## src/rtl/pong_game_ctrl.sv

```systemverilog
// Pong game-sequencing controller.
// Decodes UART command bytes (start, pause, reset), keeps both players'
// scores from the core's miss pulses, and times the serve delay in VSync
// frame ticks. It tells the core when the ball is live, when to serve and
// in which direction. All outputs are registered.
module pong_game_ctrl #(
  parameter int         WIN_SCORE    = 9,
  parameter int         SERVE_FRAMES = 60,
  parameter logic [7:0] CMD_START    = 8'h53,
  parameter logic [7:0] CMD_PAUSE    = 8'h50,
  parameter logic [7:0] CMD_RESET    = 8'h52
) (
  input  logic       i_Clk,
  input  logic       i_Reset,
  input  logic       i_RX_DV,
  input  logic [7:0] i_RX_Byte,
  input  logic       i_VSync,
  input  logic       i_Miss_P1,
  input  logic       i_Miss_P2,
  output logic       o_Game_Active,
  output logic       o_Serve,
  output logic       o_Serve_Dir,
  output logic [3:0] o_P1_Score,
  output logic [3:0] o_P2_Score,
  output logic [1:0] o_Winner,
  output logic [2:0] o_State
);

  typedef enum logic [2:0] {
    IDLE       = 3'd0,
    SERVE_WAIT = 3'd1,
    PLAY       = 3'd2,
    PAUSED     = 3'd3,
    GAME_OVER  = 3'd4
  } state_t;

  localparam logic [3:0] WIN_S = 4'(WIN_SCORE);
  localparam logic [7:0] SRV_F = 8'(SERVE_FRAMES);

  state_t     state;
  state_t     saved;
  logic [7:0] cnt;
  logic       vsync_q;
  logic       tick;

  logic       cmd_start;
  logic       cmd_pause;
  logic       cmd_reset;

  // Outcome of the miss inputs while in PLAY, resolved before any pause
  // so a simultaneous pause saves the post-miss state.
  state_t     post;
  logic [3:0] p1_nxt;
  logic [3:0] p2_nxt;
  logic [1:0] win_nxt;
  logic       dir_nxt;

  assign cmd_start = i_RX_DV && (i_RX_Byte == CMD_START);
  assign cmd_pause = i_RX_DV && (i_RX_Byte == CMD_PAUSE);
  assign cmd_reset = i_RX_DV && (i_RX_Byte == CMD_RESET);

  // One-cycle frame tick on the rising edge of VSync.
  assign tick = i_VSync & ~vsync_q;

  assign o_State = state;

  // VSync history for edge detection.
  always_ff @(posedge i_Clk) begin
    if (i_Reset) vsync_q <= 1'b0;
    else         vsync_q <= i_VSync;
  end

  // Resolve scoring for the current cycle's miss pulses.
  always_comb begin
    post    = PLAY;
    p1_nxt  = o_P1_Score;
    p2_nxt  = o_P2_Score;
    win_nxt = o_Winner;
    dir_nxt = o_Serve_Dir;
    if (i_Miss_P1 && i_Miss_P2) begin
      // Ambiguous double miss: nobody scores, re-serve the same way.
      post = SERVE_WAIT;
    end else if (i_Miss_P1) begin
      dir_nxt = 1'b0;
      if (o_P2_Score < WIN_S) p2_nxt = o_P2_Score + 4'd1;
      if (p2_nxt == WIN_S) begin
        post    = GAME_OVER;
        win_nxt = 2'd2;
      end else begin
        post = SERVE_WAIT;
      end
    end else if (i_Miss_P2) begin
      dir_nxt = 1'b1;
      if (o_P1_Score < WIN_S) p1_nxt = o_P1_Score + 4'd1;
      if (p1_nxt == WIN_S) begin
        post    = GAME_OVER;
        win_nxt = 2'd1;
      end else begin
        post = SERVE_WAIT;
      end
    end
  end

  // Game sequencing FSM with registered outputs.
  always_ff @(posedge i_Clk) begin
    if (i_Reset || cmd_reset) begin
      state         <= IDLE;
      saved         <= IDLE;
      cnt           <= 8'd0;
      o_P1_Score    <= 4'd0;
      o_P2_Score    <= 4'd0;
      o_Winner      <= 2'd0;
      o_Serve       <= 1'b0;
      o_Serve_Dir   <= 1'b0;
      o_Game_Active <= 1'b0;
    end else begin
      o_Serve <= 1'b0;
      case (state)
        IDLE: begin
          if (cmd_start) begin
            cnt         <= SRV_F;
            o_Serve_Dir <= 1'b1;
            state       <= SERVE_WAIT;
          end
        end

        SERVE_WAIT: begin
          // Pause takes priority so the counter stays frozen.
          if (cmd_pause) begin
            saved <= SERVE_WAIT;
            state <= PAUSED;
          end else if (tick) begin
            if (cnt > 8'd1) begin
              cnt <= cnt - 8'd1;
            end else begin
              cnt           <= 8'd0;
              o_Serve       <= 1'b1;
              o_Game_Active <= 1'b1;
              state         <= PLAY;
            end
          end
        end

        PLAY: begin
          o_P1_Score  <= p1_nxt;
          o_P2_Score  <= p2_nxt;
          o_Winner    <= win_nxt;
          o_Serve_Dir <= dir_nxt;
          if (post == SERVE_WAIT) cnt <= SRV_F;
          if (cmd_pause) begin
            saved         <= post;
            state         <= PAUSED;
            o_Game_Active <= 1'b0;
          end else begin
            state         <= post;
            o_Game_Active <= (post == PLAY);
          end
        end

        PAUSED: begin
          if (cmd_pause || cmd_start) begin
            state         <= saved;
            o_Game_Active <= (saved == PLAY);
          end
        end

        GAME_OVER: begin
          if (cmd_start) begin
            o_P1_Score  <= 4'd0;
            o_P2_Score  <= 4'd0;
            o_Winner    <= 2'd0;
            o_Serve_Dir <= 1'b1;
            cnt         <= SRV_F;
            state       <= SERVE_WAIT;
          end
        end

        default: begin
          state         <= IDLE;
          o_Game_Active <= 1'b0;
        end
      endcase
    end
  end

endmodule

```

## config.mk

```make
export PLATFORM = sky130hd
export DESIGN_NAME = pong_game_ctrl
export DESIGN_NICKNAME = d
export VERILOG_FILES = /design/src/rtl/pong_game_ctrl.sv
export SDC_FILE = /design/constraint.sdc
export NUM_CORES = 1
export LEC_CHECK = 0
export BUFFER_PORTS_ARGS = -buffer_cell sky130_fd_sc_hd__buf_4
export CAP_MARGIN = 40
export CORE_ASPECT_RATIO = 1.2
export CORE_MARGIN = 2
export CORE_UTILIZATION = 35
export DETAILED_ROUTE_END_ITERATION = 16
export MAX_ROUTING_LAYER = met4
export PLACE_DENSITY = 0.66
export SKIP_LAST_GASP = 1
export SYNTH_ARGS = -nofsm -noshare
export SYNTH_HDL_FRONTEND = slang
export SYNTH_SLANG_ARGS = --single-unit
```

## constraint.sdc

```tcl
create_clock -name i_Clk -period 2 [get_ports i_Clk]
set_input_delay 0.1 -clock i_Clk [delete_from_list [all_inputs] [get_ports i_Clk]]
set_output_delay 0.1 -clock i_Clk [all_outputs]
set_load 0.005 [all_outputs]
```

==> results.sh, run 1 <==
export IMPL_cts_sinks=28
export IMPL_dr_first_iter_drc_count=126
export IMPL_synth_seq_cells=28
export IMPL_wl_per_cell_um=15.4
export IMPL_routed_wl_um=5810
export IMPL_grt_met1_usage_pct=22.0
export IMPL_io_pins=30
export IMPL_dp_hpwl_um=4450
export IMPL_cts_max_level=1
export IMPL_die_w_um=72.3
export IMPL_fill_cells=526
export IMPL_fp_dieH_um=86.0
export IMPL_worst_setup_path_start_kind="flop"
export IMPL_synth_area_leaders="dfxtp_1 29%, nand2_1 5.2%, a21oi_1 4.9%"
export IMPL_drtAntennaViolNets=0
export IMPL_powerDensity_nw_per_um2=407
export IMPL_worstHoldEndpoint="vsync_q"
export IMPL_start_util_pct=36.7
export IMPL_ff2ff_path_depth=8
export IMPL_drcViolationCount=0
export IMPL_vias=2176
export IMPL_drive_gt1_share_pct=32.7
export IMPL_run_status="finished clean"
export IMPL_cp_arrival_ns=2.17
export IMPL_ys_top_cells_by_count="28 x dfxtp_1, 27 x nand2_1, 22 x nor2_1"
export IMPL_syn_nets=276
export IMPL_die_area_um2=6210
export IMPL_cp_max_fo=5
export IMPL_multiInputGateArea_um2=1380
export IMPL_period_share_pct=96.7
export IMPL_post_synth_top_count_cell="dfxtp_1"
export IMPL_place_gp_congestion=0.891
export IMPL_busiest_layer="met2"
export IMPL_grt_max_degree=17
export IMPL_fin_nets=336
export IMPL_final_setup_skew_ns=0.00334
export IMPL_syn_area_per_cell_um2=7.65
export IMPL_utilization_pct=49.7
export IMPL_drv_cap=0
export IMPL_finalSetupViolCount=0
export IMPL_yosys_warnings=0
export IMPL_finalSetupTns_ns=0
export IMPL_r2r_start="o_P1_Score[0]"
export IMPL_max_slew_worst_pin_slew_ns=0.626
export IMPL_clk_pin_slew_ns=0.10
export IMPL_cts_tree="built"
export IMPL_overflow=0
export IMPL_grt_use_total_pct=19.7
export IMPL_area_growth_pct=35.4
export IMPL_vdd_drop_max_uv=194
export IMPL_timing_final_max_slew_violations=0
export IMPL_synthArstFlopShare_pct=0
export IMPL_synth_edf_count=0
export IMPL_vias_per_cell=5.77
export IMPL_min_path_cells=2
export IMPL_layout_min_cycle_time_ns=1.93
export IMPL_io_buffers=29
export IMPL_cts_buffer_depth=2
export IMPL_worst_setup_path_type="flop to flop"
export IMPL_ys_types=57
export IMPL_antenna_found_initial=0
export IMPL_r2r_setup_slack_ns=0.07
export IMPL_cp_startpoint="o_P1_Score[0]"
export IMPL_drt_first_pass_iters=4
export IMPL_hp_class="input pin to flop"
export IMPL_cp_slowest_cell="dfxtp_4"
export IMPL_hp_start="i_VSync"
export IMPL_r2r_end="o_Winner[0]"
export IMPL_yosysTopAreaCell="dfxtp_1"
export IMPL_core_area_um2=5330
export IMPL_clock_latency_ns=0.28
export IMPL_rows=29
export IMPL_hold_viol=0
export IMPL_synth_cells=256
export IMPL_grt_pass1_vias=2082
export IMPL_use_met3_pct=2.94
export IMPL_use_met2_pct=35.0
export IMPL_synth_top_cell_area_share_pct=28.6
export IMPL_power_leakage_nw=1.05
export IMPL_root_buffer="clkbuf_8"
export IMPL_syn_area_um2=1960
export IMPL_ys_seq_area_share_pct=28.6
export IMPL_grt_setup_unrepaired="true"
export IMPL_crit_path_end_kind="flop"
export IMPL_max_slew_margin_rel_pct=57.9
export IMPL_grt_pass1_wl_um=9530
export IMPL_fmax_ghz=0.517
export IMPL_slowest_delay_ns=0.38
export IMPL_cts_made_buffers=3
export IMPL_required_ns=2.23
export IMPL_critPathTopFamily="compound AO/OA/AOI/OAI gates"
export IMPL_n_antenna_cell=0
export IMPL_synth_flop_cell="dfxtp_1"
export IMPL_crit_chain="inv_4 -> ha_4 -> nand2b_4 -> a211o_1 -> a2111oi_2 -> o21a_1 -> mux2_4 -> nor2_4"
export IMPL_path_buf_inv=1
export IMPL_seqCellArea_um2=568
==> state kept, by name, indices dropped and copies added, names as in the netlist <==
name,count
saved,3
o_Game_Active,1
o_Winner,2
o_State,3
o_P1_Score,4
cnt,8
o_Serve_Dir,1
vsync_q,1
o_Serve,1
o_P2_Score,4
==> timing repair <==
action,in CTS,in global routing
endpoints found under the setup margin,8,12
pin swaps,2,7
buffers inserted,1,1
hold buffers,1,0
hold endpoints to repair,1,0
resized for setup,5,15
==> cell type report <==
type                            instances  area share [%]
Multi-Input combinational cell        205            52.2
Sequential cell                        28            21.4
Timing Repair Buffer                   67            19.3
Tap cell                               62            2.92
Clock buffer                            4            2.50
Inverter                               11            1.65
==> layer usage <==
metal  vias to the layer above  wire length, µm
met5                         -                0
met4                         0               87
met3                         8              281
met2                        69             3020
met1                      1028             2420
li1                       1071                -
==> where the power goes <==
| part | leakage [nW] | total (mW) | internal (mW) | switching [mW] |
|---|---|---|---|---|
| registers | 0.228 | 0.559 | 0.558 | 0.00130 |
| logic | 0.785 | 0.106 | 0.0481 | 0.0574 |
| clock network | 0.0339 | 0.416 | 0.219 | 0.198 |
| total | 1.05 | 1.08 | 0.824 | 0.256 |
==> worst reg2reg max path, delay by kind of cell (launching register included) <==
kind | cells | cell delay [ns]
AND/OR/NAND/NOR | 2 | 0.14
multiplexers | 1 | 0.32
flip-flops | 1 | 0.38
AO/OA/AOI/OAI | 3 | 0.83
buffers and inverters | 1 | 0.06
adder cells (fa/ha/maj) | 1 | 0.15
==> metrics by stage <==
step                      power [mW]  std cells  area [µm²]  hold slack [ns]  setup slack (ns)
final                           1.08        377        2650           0.0667            0.0664
after detailed placement       0.672        370        2480            0.292            -0.105
after global placement         0.669        369        2480            0.287           -0.0638
after CTS                       1.09        376        2590           0.0646         -0.000343
after global routing            1.12        377        2650           0.0759           -0.0247
after floorplan                0.622        256        1980            0.172           0.00149
==> layout by cell type, fill, tap and decap left out, types with 4 or more instances in the layout <==
cell type  instances
nand3_1           10
ha_1               5
nand3b_1           4
nand4_1            6
a21oi_1           18
nand2b_1           8
inv_1              9
dfxtp_1           24
nor2_1            21
a31o_2             6
a31oi_1            4
o21ai_0           16
nor3b_1            4
nand2_1           27
buf_4             64
o31ai_1            4
nor3_1             6
==> how the worst max path moves through the flow <==
stage	slack [ns]	cells after the start	end
finish	0.07	8	o_Winner[0]
global placement	-0.06	8	o_Winner[0]
CTS	-0.0003	8	o_Winner[0]
detailed placement	-0.11	8	o_Winner[0]
floorplan	0.001	8	o_Winner[0]
global route	-0.02	10	o_State[2]
==> logic make-up (layout without fill, tap and decap cells) <==
group / Yosys count / in the layout / synth area share (%)
flip-flops: 28 / 28 / 28.6
multiplexers: 4 / 4 / 2.17
AND/OR/NAND/NOR: 111 / 111 / 30.6
buffers and inverters: 23 / 82 / 4.60
adder cells (fa/ha/maj): 6 / 6 / 3.83
AO/OA/AOI/OAI: 81 / 81 / 28.9
XOR/XNOR: 3 / 3 / 1.34
Power figures use the tool's default switching activity.
==> run 2: changes to the inputs <==
--- a/config.mk
+++ b/config.mk
@@ -12,7 +12,8 @@
 export CORE_UTILIZATION = 35
 export DETAILED_ROUTE_END_ITERATION = 16
 export MAX_ROUTING_LAYER = met4
-export PLACE_DENSITY = 0.66
+export PLACE_DENSITY = 0.64
+export SKIP_CTS_REPAIR_TIMING = 1
 export SKIP_LAST_GASP = 1
 export SYNTH_ARGS = -nofsm -noshare
 export SYNTH_HDL_FRONTEND = slang
==> constraint.sdc (replaced) <==
create_clock -name i_Clk -period 2.4 [get_ports i_Clk]
set_input_delay 0.36 -clock i_Clk [delete_from_list [all_inputs] [get_ports i_Clk]]
set_output_delay 0.36 -clock i_Clk [all_outputs]
set_load 0.005 [all_outputs]
==> run 2 against run 1 <==
  * Critical path depth decreased by 1
  * Via count decreased by 6.2%
  * Combinational power decreased by 25%
  * Sequential power decreased by 16%
  * Maximum frequency decreased by 13%
  * Critical endpoint unchanged
  * Largest power group unchanged
  * Highest routed layer unchanged
==> results.sh, run 2 (synthesis results as in run 1) <==
export IMPL_run_status="finished clean"
export IMPL_whs_ns=0.247
export IMPL_worst_setup_path_start_kind="flop"
export IMPL_largestRegisters="cnt (8), o_P1_Score (4), o_P2_Score (4)"
export IMPL_grt_pass1_wl_um=8770
export IMPL_powerDensity_nw_per_um2=388
export IMPL_period_share_pct=92.5
export IMPL_layout_common_cells="44 x buf_4, 28 x dfxtp_1, 27 x nand2_1"
export IMPL_drtAntennaViolNets=0
export IMPL_overflow=0
export IMPL_timing_final_max_slew_violations=0
export IMPL_routed_wl_um=5280
export IMPL_final_setup_skew_ns=0.0117
export IMPL_power_total_mw=0.927
export IMPL_mostFrequentLayoutCell="buf_4"
export IMPL_required_ns=2.63
export IMPL_final_cells=354
export IMPL_n_antenna_cell=0
export IMPL_grt_use_total_pct=17.8
export IMPL_drcViolationCount=0
export IMPL_place_gp_congestion=0.880
export IMPL_io_buffers=29
export IMPL_stdcell_area_um2=2390
export IMPL_vias_per_cell=5.77
export IMPL_wl_per_cell_um=14.9
export IMPL_hp_class="input pin to flop"
export IMPL_clk_pin_slew_ns=0.11
export IMPL_worst_setup_path_type="flop to flop"
export IMPL_dp_hpwl_um=4020
export IMPL_layout_setup_ws_ns=0.181
export IMPL_fp_dieH_um=86.0
export IMPL_grt_setup_unrepaired="false"
export IMPL_largest_register="cnt"
export IMPL_clock_latency_ns=0.28
export IMPL_power_leakage_nw=0.913
export IMPL_layout_min_cycle_time_ns=2.22
export IMPL_rows=29
export IMPL_drv_cap=0
export IMPL_utilization_pct=44.8
export IMPL_vias=2041
export IMPL_grt_pass1_vias=1885
export IMPL_cts_max_level=1
export IMPL_cp_arrival_ns=2.45
export IMPL_fmax_ghz=0.451
export IMPL_hold_viol=0
export IMPL_drive_gt1_share_pct=22.3
export IMPL_fin_nets=313
export IMPL_crit_path_end_kind="flop"
export IMPL_die_area_um2=6210
export IMPL_vdd_drop_max_uv=218
export IMPL_antenna_found_initial=0
export IMPL_dp_cells=350
export IMPL_die_w_um=72.3
export IMPL_grt_max_degree=19
export IMPL_crit_chain="inv_1 -> ha_1 -> a211o_1 -> a2111oi_0 -> o21a_1 -> mux2_2 -> nor2_1"
export IMPL_cts_sinks=28
export IMPL_path_buf_inv=1
export IMPL_max_slew_worst_pin_slew_ns=0.581
export IMPL_finalSetupViolCount=0
export IMPL_cp_max_fo=6
export IMPL_cts_tree="built"
export IMPL_drt_first_pass_iters=4
export IMPL_area_growth_pct=22.0
export IMPL_cts_made_buffers=3
export IMPL_largest_reg_flops=8
export IMPL_start_util_pct=36.7
export IMPL_place_ws_ns=0.216
export IMPL_root_buffer="clkbuf_8"
export IMPL_io_pins=30
export IMPL_critPathTopFamily="compound AO/OA/AOI/OAI gates"
export IMPL_place_area_um2=2320
export IMPL_max_slew_margin_rel_pct=61.2
export IMPL_core_area_um2=5330
export IMPL_slowest_delay_ns=0.42
export IMPL_cts_buffer_depth=2
export IMPL_cp_slowest_cell="dfxtp_1"
export IMPL_dr_first_iter_drc_count=94
export IMPL_fill_cells=538
export IMPL_finalSetupTns_ns=0
==> run 2: area by class of cell <==
class | count | area [µm²] | share of cell area (%)
Clock inverter | 1 | 30.0 | 1.26
Timing Repair Buffer | 44 | 330 | 13.8
Clock buffer | 3 | 41.3 | 1.73
Multi-Input combinational cell | 205 | 1310 | 54.8
Inverter | 11 | 41.3 | 1.73
Sequential cell | 28 | 561 | 23.5
Tap cell | 62 | 77.6 | 3.25
==> run 2: worst paths after layout <==
kind              cells after the start  slack, ns          end           from
setup / recovery                      7       0.18  o_Winner[0]  o_P1_Score[1]
hold reg to reg                       1       0.47       cnt[7]         cnt[7]
hold / removal                        2       0.25      vsync_q        i_Reset
setup reg to reg                      7       0.18  o_Winner[0]  o_P1_Score[1]
==> run 2: worst register-to-register path: stages (launching register included) <==
cell	delay, ns
dfxtp_1	0.42
inv_1	0.09
ha_1	0.31
a211o_1	0.27
a2111oi_0	0.41
o21a_1	0.26
mux2_2	0.35
nor2_1	0.07
==> run 2: layer usage <==
layer | part of all wire [%] | wire (µm) | vias to the layer above | global-route usage, %
li1 | - | - | 1029 | -
met1 | 46 | 2440 | 943 | 23.6
met2 | 47 | 2500 | 65 | 28.4
met3 | 5.6 | 298 | 4 | 1.76
met4 | 0.72 | 38 | 0 | 5.15
met5 | 0 | 0 | - | -
==> run 2: report_power, final <==
group | internal (mW) | leakage (nW) | total, mW | switching [mW]
clock network | 0.223 | 0.0357 | 0.380 | 0.156
logic | 0.0352 | 0.651 | 0.0792 | 0.0441
registers | 0.466 | 0.226 | 0.467 | 0.00147
total | 0.724 | 0.913 | 0.927 | 0.202
==> run 3: changes to the inputs <==
--- a/config.mk
+++ b/config.mk
@@ -7,7 +7,7 @@
 export LEC_CHECK = 0
 export BUFFER_PORTS_ARGS = -buffer_cell sky130_fd_sc_hd__buf_4
 export CAP_MARGIN = 40
-export CORE_ASPECT_RATIO = 1.2
+export CORE_ASPECT_RATIO = 1.1
 export CORE_MARGIN = 2
 export CORE_UTILIZATION = 35
 export DETAILED_ROUTE_END_ITERATION = 16
==> run 3 against run 2 <==
  * Via count up 1.9%
  * Largest power group unchanged
  * Critical path depth is 2 higher
  * Register-to-register slack is essentially flat
  * Power up 0.87%
  * First-iteration DRC count grew 16%
  * Sequential power hardly changed
==> results.sh, run 3 (synthesis results as in run 1) <==
export IMPL_run_status="finished clean"
export IMPL_cts_max_level=1
export IMPL_die_area_um2=6210
export IMPL_worst_setup_path_type="flop to flop"
export IMPL_cts_made_buffers=3
export IMPL_core_area_um2=5400
export IMPL_r2r_start="o_P1_Score[1]"
export IMPL_grt_use_total_pct=19.9
export IMPL_final_cells=367
export IMPL_start_util_pct=36.3
export IMPL_dr_wl_met3_um=281
export IMPL_fin_nets=313
export IMPL_vias_per_cell=5.67
export IMPL_fp_dieH_um=82.5
export IMPL_slowest_delay_ns=0.44
export IMPL_place_gp_congestion=0.878
export IMPL_io_pins=30
export IMPL_hold_viol=0
export IMPL_powerDensity_nw_per_um2=388
export IMPL_clk_pin_slew_ns=0.10
export IMPL_drv_cap=0
export IMPL_crit_chain="inv_1 -> ha_1 -> nand2b_1 -> nand2_1 -> o221ai_1 -> a2bb2oi_2 -> buf_4 -> o211ai_1 -> a32o_1"
export IMPL_drive_gt1_share_pct=22.3
export IMPL_largest_register="cnt"
export IMPL_drcViolationCount=0
export IMPL_die_w_um=75.3
export IMPL_drt_first_pass_iters=4
export IMPL_drt_met1_wl_um=2450
export IMPL_area_growth_pct=22.9
export IMPL_place_area_um2=2330
export IMPL_final_setup_skew_ns=0.00345
export IMPL_required_ns=2.59
export IMPL_path_buf_inv=2
export IMPL_cts_sinks=28
export IMPL_largestRegisters="cnt (8), o_P1_Score (4), o_P2_Score (4)"
export IMPL_stdcell_area_um2=2410
export IMPL_fmax_ghz=0.448
export IMPL_seqCellArea_um2=561
export IMPL_max_slew_margin_rel_pct=57.8
export IMPL_finalSetupTns_ns=0
export IMPL_crit_path_end_kind="flop"
export IMPL_rows=28
export IMPL_vdd_drop_max_uv=188
export IMPL_io_buffers=29
export IMPL_grt_pass1_wl_um=9360
export IMPL_endpoint="cnt[2]"
export IMPL_multiInputGateArea_um2=1310
export IMPL_root_buffer="clkbuf_8"
export IMPL_critPathTopFamily="compound AO/OA/AOI/OAI gates"
export IMPL_largest_reg_flops=8
export IMPL_dp_hpwl_um=4230
export IMPL_finalSetupViolCount=0
export IMPL_hp_class="input pin to flop"
export IMPL_power_leakage_nw=0.914
export IMPL_cp_max_fo=8
export IMPL_grt_max_degree=17
export IMPL_worst_setup_path_start_kind="flop"
export IMPL_vias=2080
export IMPL_cp_depth=9
export IMPL_dr_first_iter_drc_count=109
export IMPL_layout_min_cycle_time_ns=2.23
export IMPL_dp_cells=363
export IMPL_r2r_setup_slack_ns=0.17
export IMPL_layout_common_cells="44 x buf_4, 28 x dfxtp_1, 27 x nand2_1"
export IMPL_mostFrequentLayoutCell="buf_4"
export IMPL_routed_wl_um=5580
export IMPL_r2r_end="cnt[2]"
export IMPL_clock_latency_ns=0.28
export IMPL_ff2ff_path_depth=9
export IMPL_cp_slowest_cell="dfxtp_1"
export IMPL_period_share_pct=92.9
export IMPL_max_slew_worst_pin_slew_ns=0.630
export IMPL_timing_final_max_slew_violations=0
export IMPL_route_met2_wl_um=2690
export IMPL_cts_tree="built"
export IMPL_cp_arrival_ns=2.42
export IMPL_wl_per_cell_um=15.2
export IMPL_cts_buffer_depth=2
export IMPL_top_layer_used="met4"
export IMPL_antenna_found_initial=0
export IMPL_grt_setup_unrepaired="false"
export IMPL_utilization_pct=44.6
export IMPL_cp_startpoint="o_P1_Score[1]"
export IMPL_drtAntennaViolNets=0
export IMPL_grt_pass1_vias=1998
export IMPL_fill_cells=570
export IMPL_overflow=0
export IMPL_n_antenna_cell=0
## run 3: how the worst min path moves through the flow
stage	from	endpoint	slack (ns)	depth (start not counted)
2_1_floorplan	i_Reset	vsync_q	0.43	1
3_3_place_gp	cnt[7]	cnt[7]	0.48	1
3_5_place_dp	o_Winner[1]	o_Winner[1]	0.49	2
4_1_cts	i_Reset	vsync_q	0.26	2
5_1_grt	i_Reset	vsync_q	0.26	2
6_report	i_Reset	vsync_q	0.26	2
## run 3: metrics by stage
stage | hold slack (ns) | setup WS [ns] | total power [mW]
5_1_grt | 0.255 | 0.00882 | 0.971
6_report | 0.261 | 0.170 | 0.935
3_3_place_gp | 0.475 | 0.196 | 0.556
4_1_cts | 0.256 | 0.134 | 0.947
3_5_place_dp | 0.488 | 0.171 | 0.559
2_1_floorplan | 0.432 | 0.274 | 0.519
## run 3: where the power goes
group          switching, mW  internal [mW]  total [mW]
Sequential           0.00144          0.466       0.467
Combinational         0.0471         0.0351      0.0822
Clock                  0.161          0.224       0.385
Total                  0.210          0.725       0.935
## run 3: per-layer routing
layer | vias to the layer above | GRT usage, %
li1 | 1028 | -
met1 | 972 | 24.5
met2 | 67 | 32.3
met3 | 13 | 1.94
met4 | 0 | 9.65
met5 | - | -
## run 3: worst register-to-register path, cell delays in order (launching register included)
cell	delay (ns)
dfxtp_1	0.44
inv_1	0.09
ha_1	0.21
nand2b_1	0.16
nand2_1	0.09
o221ai_1	0.35
a2bb2oi_2	0.23
buf_4	0.19
o211ai_1	0.10
a32o_1	0.27
## run 3: area by class of cell
type / count / share of cell area, %
Timing Repair Buffer: 44 / 13.7
Clock inverter: 1 / 1.25
Tap cell: 75 / 3.90
Multi-Input combinational cell: 205 / 54.4
Sequential cell: 28 / 23.3
Inverter: 11 / 1.72
Clock buffer: 3 / 1.72
